File: src/rtl/gpio_regs_pkg.sv
// Shared constants, types and helpers for the Wishbone GPIO responder.
package gpio_regs_pkg;

  localparam int N_IO = 38;
  localparam int N_HI = 6;

  // Word offsets within the 256-byte window (byte address bits [7:2]).
  localparam logic [5:0] OFS_OUT_LO = 6'h00;
  localparam logic [5:0] OFS_OUT_HI = 6'h01;
  localparam logic [5:0] OFS_OEB_LO = 6'h02;
  localparam logic [5:0] OFS_OEB_HI = 6'h03;
  localparam logic [5:0] OFS_IN_LO  = 6'h04;
  localparam logic [5:0] OFS_IN_HI  = 6'h05;
  localparam logic [5:0] OFS_STAT   = 6'h06;
  localparam logic [5:0] OFS_IRQ_EN = 6'h07;

  // All pads come out of reset as inputs.
  localparam logic [31:0]     OEB_LO_RST = 32'hFFFF_FFFF;
  localparam logic [N_HI-1:0] OEB_HI_RST = {N_HI{1'b1}};

  typedef enum logic {
    IDLE = 1'b0,
    ACK  = 1'b1
  } wb_state_t;

  // Expand the four byte-lane selects into a 32-bit bit mask.
  function automatic logic [31:0] lane_mask(input logic [3:0] sel);
    return {{8{sel[3]}}, {8{sel[2]}}, {8{sel[1]}}, {8{sel[0]}}};
  endfunction

endpackage

File: src/rtl/gpio_in_sync.sv
// Multi-stage synchronizer for asynchronous pad inputs, plus one extra
// flop of history so single-cycle rising-edge pulses can be derived.
module gpio_in_sync #(
  parameter int WIDTH  = 38,
  parameter int STAGES = 2
) (
  input  logic             clk,
  input  logic             rst,
  input  logic [WIDTH-1:0] din,
  output logic [WIDTH-1:0] sync,
  output logic [WIDTH-1:0] rise
);

  logic [WIDTH-1:0] stage_q [STAGES];
  logic [WIDTH-1:0] prev_q;

  // Shift the pad values through the synchronizer chain and keep one cycle of history.
  always_ff @(posedge clk) begin
    // NOTE: non-blocking assignments let every stage sample its predecessor's
    // old value on the same edge; blocking ones would collapse the chain.
    if (rst) begin
      for (int i = 0; i < STAGES; i++) stage_q[i] <= '0;
      prev_q <= '0;
    end else begin
      stage_q[0] <= din;
      for (int i = 1; i < STAGES; i++) stage_q[i] <= stage_q[i-1];
      prev_q <= stage_q[STAGES-1];
    end
  end

  assign sync = stage_q[STAGES-1];
  assign rise = sync & ~prev_q;

endmodule

File: src/rtl/wb_gpio_responder.sv
// Wishbone B4 classic responder exposing the user IO pads as registers:
// output value, output enable, synchronized input and rising-edge IRQ.
module wb_gpio_responder
  import gpio_regs_pkg::*;
#(
  parameter logic [31:0] BASE_ADR    = 32'h3000_0000,
  parameter int          SYNC_STAGES = 2
) (
  input  logic             wb_clk_i,
  input  logic             wb_rst_i,
  input  logic             wbs_cyc_i,
  input  logic             wbs_stb_i,
  input  logic             wbs_we_i,
  input  logic [3:0]       wbs_sel_i,
  input  logic [31:0]      wbs_adr_i,
  input  logic [31:0]      wbs_dat_i,
  output logic             wbs_ack_o,
  output logic [31:0]      wbs_dat_o,
  input  logic [N_IO-1:0]  io_in,
  output logic [N_IO-1:0]  io_out,
  output logic [N_IO-1:0]  io_oeb,
  output logic [2:0]       user_irq
);

  wb_state_t state_q, state_d;
  logic      hit, xfer, wr, rd;
  logic [5:0]  ofs;
  logic [31:0] wmask, rd_data, stat_clr;

  logic [31:0]     out_lo_q, oeb_lo_q, stat_q, irq_en_q, dat_q;
  logic [N_HI-1:0] out_hi_q, oeb_hi_q;
  logic            irq_q;

  logic [N_IO-1:0] sync, rise;

  // The byte offset's low bits and the upper-pin edges carry no function.
  logic unused_bits;
  assign unused_bits = ^{wbs_adr_i[1:0], rise[N_IO-1:32]};

  gpio_in_sync #(
    .WIDTH  (N_IO),
    .STAGES (SYNC_STAGES)
  ) u_in_sync (
    .clk  (wb_clk_i),
    .rst  (wb_rst_i),
    .din  (io_in),
    .sync (sync),
    .rise (rise)
  );

  assign hit   = wbs_cyc_i & wbs_stb_i & (wbs_adr_i[31:8] == BASE_ADR[31:8]);
  assign ofs   = wbs_adr_i[7:2];
  assign wmask = lane_mask(wbs_sel_i);
  assign wr    = xfer & wbs_we_i;
  assign rd    = xfer & ~wbs_we_i;

  // Bus FSM state register.
  always_ff @(posedge wb_clk_i) begin
    if (wb_rst_i) state_q <= IDLE;
    else          state_q <= state_d;
  end

  // Next state: accept a hit from IDLE, always fall back from ACK after one cycle.
  always_comb begin
    // NOTE: every output of this block gets a default before the case so no
    // path leaves it unassigned, which would otherwise infer a latch.
    state_d = state_q;
    xfer    = 1'b0;
    case (state_q)
      IDLE: if (hit) begin
        state_d = ACK;
        xfer    = 1'b1;
      end
      ACK:  state_d = IDLE;
      default: state_d = IDLE;
    endcase
  end

  // Writable control registers, merged per byte lane.
  always_ff @(posedge wb_clk_i) begin
    if (wb_rst_i) begin
      out_lo_q <= '0;
      out_hi_q <= '0;
      oeb_lo_q <= OEB_LO_RST;
      oeb_hi_q <= OEB_HI_RST;
      irq_en_q <= '0;
    end else if (wr) begin
      case (ofs)
        OFS_OUT_LO: out_lo_q <= (out_lo_q & ~wmask) | (wbs_dat_i & wmask);
        OFS_OUT_HI: out_hi_q <= (out_hi_q & ~wmask[N_HI-1:0]) |
                                (wbs_dat_i[N_HI-1:0] & wmask[N_HI-1:0]);
        OFS_OEB_LO: oeb_lo_q <= (oeb_lo_q & ~wmask) | (wbs_dat_i & wmask);
        OFS_OEB_HI: oeb_hi_q <= (oeb_hi_q & ~wmask[N_HI-1:0]) |
                                (wbs_dat_i[N_HI-1:0] & wmask[N_HI-1:0]);
        OFS_IRQ_EN: irq_en_q <= (irq_en_q & ~wmask) | (wbs_dat_i & wmask);
        default: ;
      endcase
    end
  end

  // Write-one-to-clear mask for the edge status register.
  always_comb begin
    stat_clr = '0;
    if (wr && (ofs == OFS_STAT)) stat_clr = wbs_dat_i & wmask;
  end

  // Edge status: a new edge wins over a simultaneous clear of the same bit.
  always_ff @(posedge wb_clk_i) begin
    if (wb_rst_i) stat_q <= '0;
    else          stat_q <= (stat_q & ~stat_clr) | rise[31:0];
  end

  // Read data selection; unmapped offsets and unused bits read zero.
  always_comb begin
    rd_data = '0;
    case (ofs)
      OFS_OUT_LO: rd_data = out_lo_q;
      OFS_OUT_HI: rd_data[N_HI-1:0] = out_hi_q;
      OFS_OEB_LO: rd_data = oeb_lo_q;
      OFS_OEB_HI: rd_data[N_HI-1:0] = oeb_hi_q;
      OFS_IN_LO:  rd_data = sync[31:0];
      OFS_IN_HI:  rd_data[N_HI-1:0] = sync[N_IO-1:32];
      OFS_STAT:   rd_data = stat_q;
      OFS_IRQ_EN: rd_data = irq_en_q;
      default:    rd_data = '0;
    endcase
  end

  // Read data is captured on the accepting edge and held until the next read.
  always_ff @(posedge wb_clk_i) begin
    if (wb_rst_i) dat_q <= '0;
    else if (rd)  dat_q <= rd_data;
  end

  // Interrupt lags the status/enable registers by one cycle.
  always_ff @(posedge wb_clk_i) begin
    if (wb_rst_i) irq_q <= 1'b0;
    else          irq_q <= |(stat_q & irq_en_q);
  end

  assign wbs_ack_o = (state_q == ACK);
  assign wbs_dat_o = dat_q;
  assign io_out    = {out_hi_q, out_lo_q};
  assign io_oeb    = {oeb_hi_q, oeb_lo_q};
  assign user_irq  = {2'b00, irq_q};

endmodule

File: config.mk
export PLATFORM = sky130hd
export DESIGN_NAME = wb_gpio_responder
export DESIGN_NICKNAME = d
export VERILOG_FILES = /design/src/rtl/gpio_regs_pkg.sv /design/src/rtl/gpio_in_sync.sv /design/src/rtl/wb_gpio_responder.sv
export SDC_FILE = /design/constraint.sdc
export NUM_CORES = 1
export LEC_CHECK = 0
export CORE_ASPECT_RATIO = 0.8
export CORE_MARGIN = 1.5
export CORE_UTILIZATION = 45
export DETAILED_ROUTE_END_ITERATION = 12
export PLACE_DENSITY = 0.8
export REMOVE_ABC_BUFFERS = 1
export SLEW_MARGIN = 20
export SYNTH_ARGS = -nofsm -noshare
export SYNTH_HDL_FRONTEND = slang
export SYNTH_SLANG_ARGS = --single-unit
File: constraint.sdc
create_clock -name wb_clk_i -period 4.5 [get_ports wb_clk_i]
set_input_delay 0.9 -clock wb_clk_i [delete_from_list [all_inputs] [get_ports wb_clk_i]]
set_output_delay 0.9 -clock wb_clk_i [all_outputs]
set_load 0.02 [all_outputs]
### Yosys cells after proc, flatten, opt, wreduce, memory -nomap -nowiden

Memories as Yosys holds them, arrays and structs flattened.
Index checks and enable logic that the tools add are counted.

* equal/unequal tests: 8
* muxes and demuxes: 11
* bitwise operators: 28
* reduce and logical (&&, ||, !) cells: 8

Operators by type and width (count)
* 32-bit AND: 7
* 26-bit case mux with 5 select lines: 1
* 32-bit bitwise OR: 4
* 32-bit inverter: 3
* 38-bit 2-to-1 mux: 2
* 6-bit case mux with 8 select lines: 1
* 32-bit 2-to-1 mux: 1
* 32-bit OR reduction: 1
* 24-bit by 22-bit equality test with 1-bit output, second input constant: 1
* 6-bit by 3-bit equality test with 1-bit output, second input constant: 4
* 6-bit AND: 3
* 6-bit by 2-bit equality test with 1-bit output, second input constant: 2
* 6-bit bitwise OR: 2
* 2-bit AND reduction: 5
* 6-bit by 1-bit equality test with 1-bit output, second input constant: 1
* 6-bit logical NOT: 1
* 6-bit inverter: 1
* 1-bit 2-to-1 mux: 5
* 1-bit AND: 4
* 1-bit inverter: 2
* 1-bit bitwise OR: 2
* 1-bit case mux with 2 select lines: 1
* 1-bit logical AND: 1

* flip-flop bits (word level): 206
* RAM bits: 76
* output and inout bits: 112
* memories: 1

Memories
* u_in_sync.stage_q: depth 2, bits a word 38, read ports 2, clocked after Yosys merged registers in 0, write ports 2, line gpio_in_sync.sv:14 `logic [WIDTH-1:0] stage_q [STAGES];`

### Depth between registers and ports, before layout

* word-level depth: 10
* gate-level depth with buffers: 8

### Cells and area by module

A second synthesis with hierarchy kept.

* cell total of the unflattened synthesis: 1169
* area, all modules: 11469.8 µm²

By module, submodules not included
* wb_gpio_responder: instances 1, cells an instance 853, area each 7873.8 µm², sequential area each 3483.3 µm²
* gpio_in_sync: instances 1, cells an instance 316, area each 3595.9 µm², sequential area each 2282.2 µm²

### Least setup slack after synthesis

No wires, ideal clock.

* kind: in2reg
* start point: input port wbs_adr_i[26]
* end point: register (tool-made name)
* library setup time: 128 ps
* data arrival time: 2502 ps
* required time: 4372 ps
* setup slack: 1870 ps
* stages on the path: 6
* cell sequence: nand3b_1 > nand3b_1 > buf_2 > nor4_4 > mux2i_1 > nor2_1

RTL lines
* start, declared: line wb_gpio_responder.sv:15 `input logic [31:0] wbs_adr_i,`

==> metrics <==
ys flop type=dfxtp_1; synth top area cells=dfxtp_1 50%, mux2i_1 9.0%, nor2b_1 6.2%; die span in x=180 µm; worst r2r src=wbs_ack_o; largest net degree at the start of global routing=131; Crit-path slowest cell=nor4_4; library cells used by synthesis=47; core footprint=24400 µm²; Synthesis Warnings=0; Die Area=25900 µm²; Final Max Tran Viols=0; DP Area=13700 µm²; number of enable flip-flop cells after synthesis=0; area grow syn2layout=30.2%; final hold vios=0; total number of vias=9293; Total Wirelength=32.7 mm; Die H=144 µm; hpwl dp=21.9 mm; H-tree levels=1; headroom to the max-slew limit=45.2%; Placed Cells=1611; commonest cells in the synthesized netlist=282 x dfxtp_1, 148 x nor2_1, 112 x nor2b_1, 101 x mux2i_1, 72 x a21oi_1; Detailed Routing Iterations Pass 1=5; leading area contributor after synthesis=dfxtp_1; setup tns final=0 ps; initial drt markers=719; Critical Path Source Type=input pin; #FFs+latches synth=282; wire length per cell=19.6 µm; footprint of the multi-input gates=5190 µm²; RSZ-0062 raised after global routing=no; worst hold slack=433 ps; Final Net Count=1434; crit path from=wbs_adr_i[16]; pre-CTS setup slack=757 ps; Core Rows=51; post-DR vias/cell=5.59; setup ws final=1280 ps; min Tclk post-route=3220 ps; max-cap violation count=0; count leader, synth=dfxtp_1; post-CTS setup buffers=0; total gr overflow=0; Critical Path RT=4910 ps; Async S/R FF share, synth=0%; slowest stage delay, CP=610 ps; Tightest Pin Transition=816 ps; clk sinks=282; CTS tree=yes; worst path arrival time=3630 ps; clk_lat worst skew=540 ps; crit end category=flop; Power Total=5.19 mW; hold worst-path end=u_in_sync.stage_q[0][68]; final instance area=14600 µm²; Resized Gates After CTS=0; Layout Utilization=59.8%; mapped cell area=11200 µm²; maximum fanout along the worst path=37; Cell Chain, Critical Path=clkdlybuf4s50_1 -> nor4_4 -> nand4_4 -> buf_4 -> nor4_4 -> buf_4 -> mux2i_1 -> nor2_1; sequential fraction of the synthesis area=50.3%; CTS Hold Buffers Added=0; buffers added on ports=218; period utilization=71.5%; GR Layer Usage met3=4.73%; total CTS buffers=28; Fmax achieved=311 MHz; setup violators final=0; num ports=223; gpl congestion=0.836; DRC viols=0; vias in the first global route=9034; met1 Usage GRT=33.2%; clk buf depth=3; Post-DRT Antenna Nets=0; Syn Area/Cell=9.97 µm²; hold depth=1; cells on worst reg2reg path=7; Initial Util=45.9%; Finished Layout Cells=1663; initial antenna violation count=1; GRT Total Usage=24.4%; status=finished clean; fill cell count=2037; Cells after Synth=1126; first-pass GRT wire length=50.0 mm; gr busiest metal=met2; pwr dens=355 nW/µm²; Yosys top cell area share=50.3%; Reg clk slew, reported paths=60 ps; critical hold path startpoint=u_in_sync.stage_q[0][30]; VDD IR-drop max=0.255 mV; Root Buffer=clkbuf_16; share of layout cells above drive strength 1=10.0%; WS Path Type=input pin to flop; Hold Crit Class=flop to flop; P_leak=5.19 nW; R2R Setup Slk=1920 ps; met2 GRT Util=38.9%; Register Area=5650 µm²; Worst Skew=13.8 ps
==> cell usage in the layout (no fill, tap or decap), drive strengths merged, types with 6 or more instances in the layout <==
| master | Yosys | layout |
|---|---|---|
| clkdlybuf4s50 | 0 | 215 |
| nor2 | 148 | 148 |
| mux2 | 15 | 15 |
| nor4 | 20 | 20 |
| inv | 14 | 14 |
| a21oi | 72 | 72 |
| nor2b | 112 | 112 |
| a221oi | 19 | 19 |
| dfxtp | 282 | 282 |
| buf | 25 | 33 |
| o221a | 10 | 10 |
| mux2i | 101 | 101 |
| a22oi | 19 | 19 |
| o41ai | 24 | 24 |
| a22o | 21 | 21 |
| o32ai | 6 | 6 |
| nand2b | 35 | 35 |
| nand2 | 41 | 41 |
| clkbuf | 57 | 44 |
| a211oi | 18 | 18 |
| nor3 | 41 | 41 |
| clkinv | 0 | 6 |
| a31o | 8 | 8 |
==> cell type report <==
| type | count | area share [%] |
|---|---|---|
| clock inverter | 7 | 0.411 |
| antenna | 1 | 0.0171 |
| sequential | 282 | 38.6 |
| tap | 318 | 2.72 |
| timing repair buffer | 248 | 16.6 |
| multi-input combinational | 749 | 35.5 |
| inverter | 14 | 0.359 |
| clock buffer | 44 | 5.76 |
==> power by group <==
part / total (mW) / switching (mW) / internal (mW)
Combinational: 0.323 / 0.165 / 0.158
Clock: 2.29 / 0.957 / 1.33
Sequential: 2.58 / 0.0291 / 2.55
Total: 5.19 / 1.15 / 4.04
==> metal layers <==
layer	up-vias	wire [µm]
met5	-	0
met4	0	941
met3	67	2450
met2	357	14500
met1	4483	14800
li1	4386	-
==> logic make-up (layout without fill, tap and decap cells) <==
kind of cell    Yosys count  after routing  share of synthesized area, %
buf+inv                  96            313                          3.59
compound gates          211            211                          13.7
other cells               1              3                        0.0334
flops                   282            282                          50.3
simple gates            418            418                          21.5
mux                     118            118                          10.9
==> worst max-delay path by stage <==
stage	endpoint
5_1_grt	flop
6_report	flop
4_1_cts	flop
3_3_place_gp	flop
2_1_floorplan	wbs_dat_o[13]
3_5_place_dp	flop
==> worst max-delay path: cells and delay by family <==
family | cells | cell delay, ps
buffers and inverters | 3 | 1160
muxes | 1 | 220
and+or+nand+nor | 4 | 1300
Note: power is estimated with default switching activity, not from simulation.
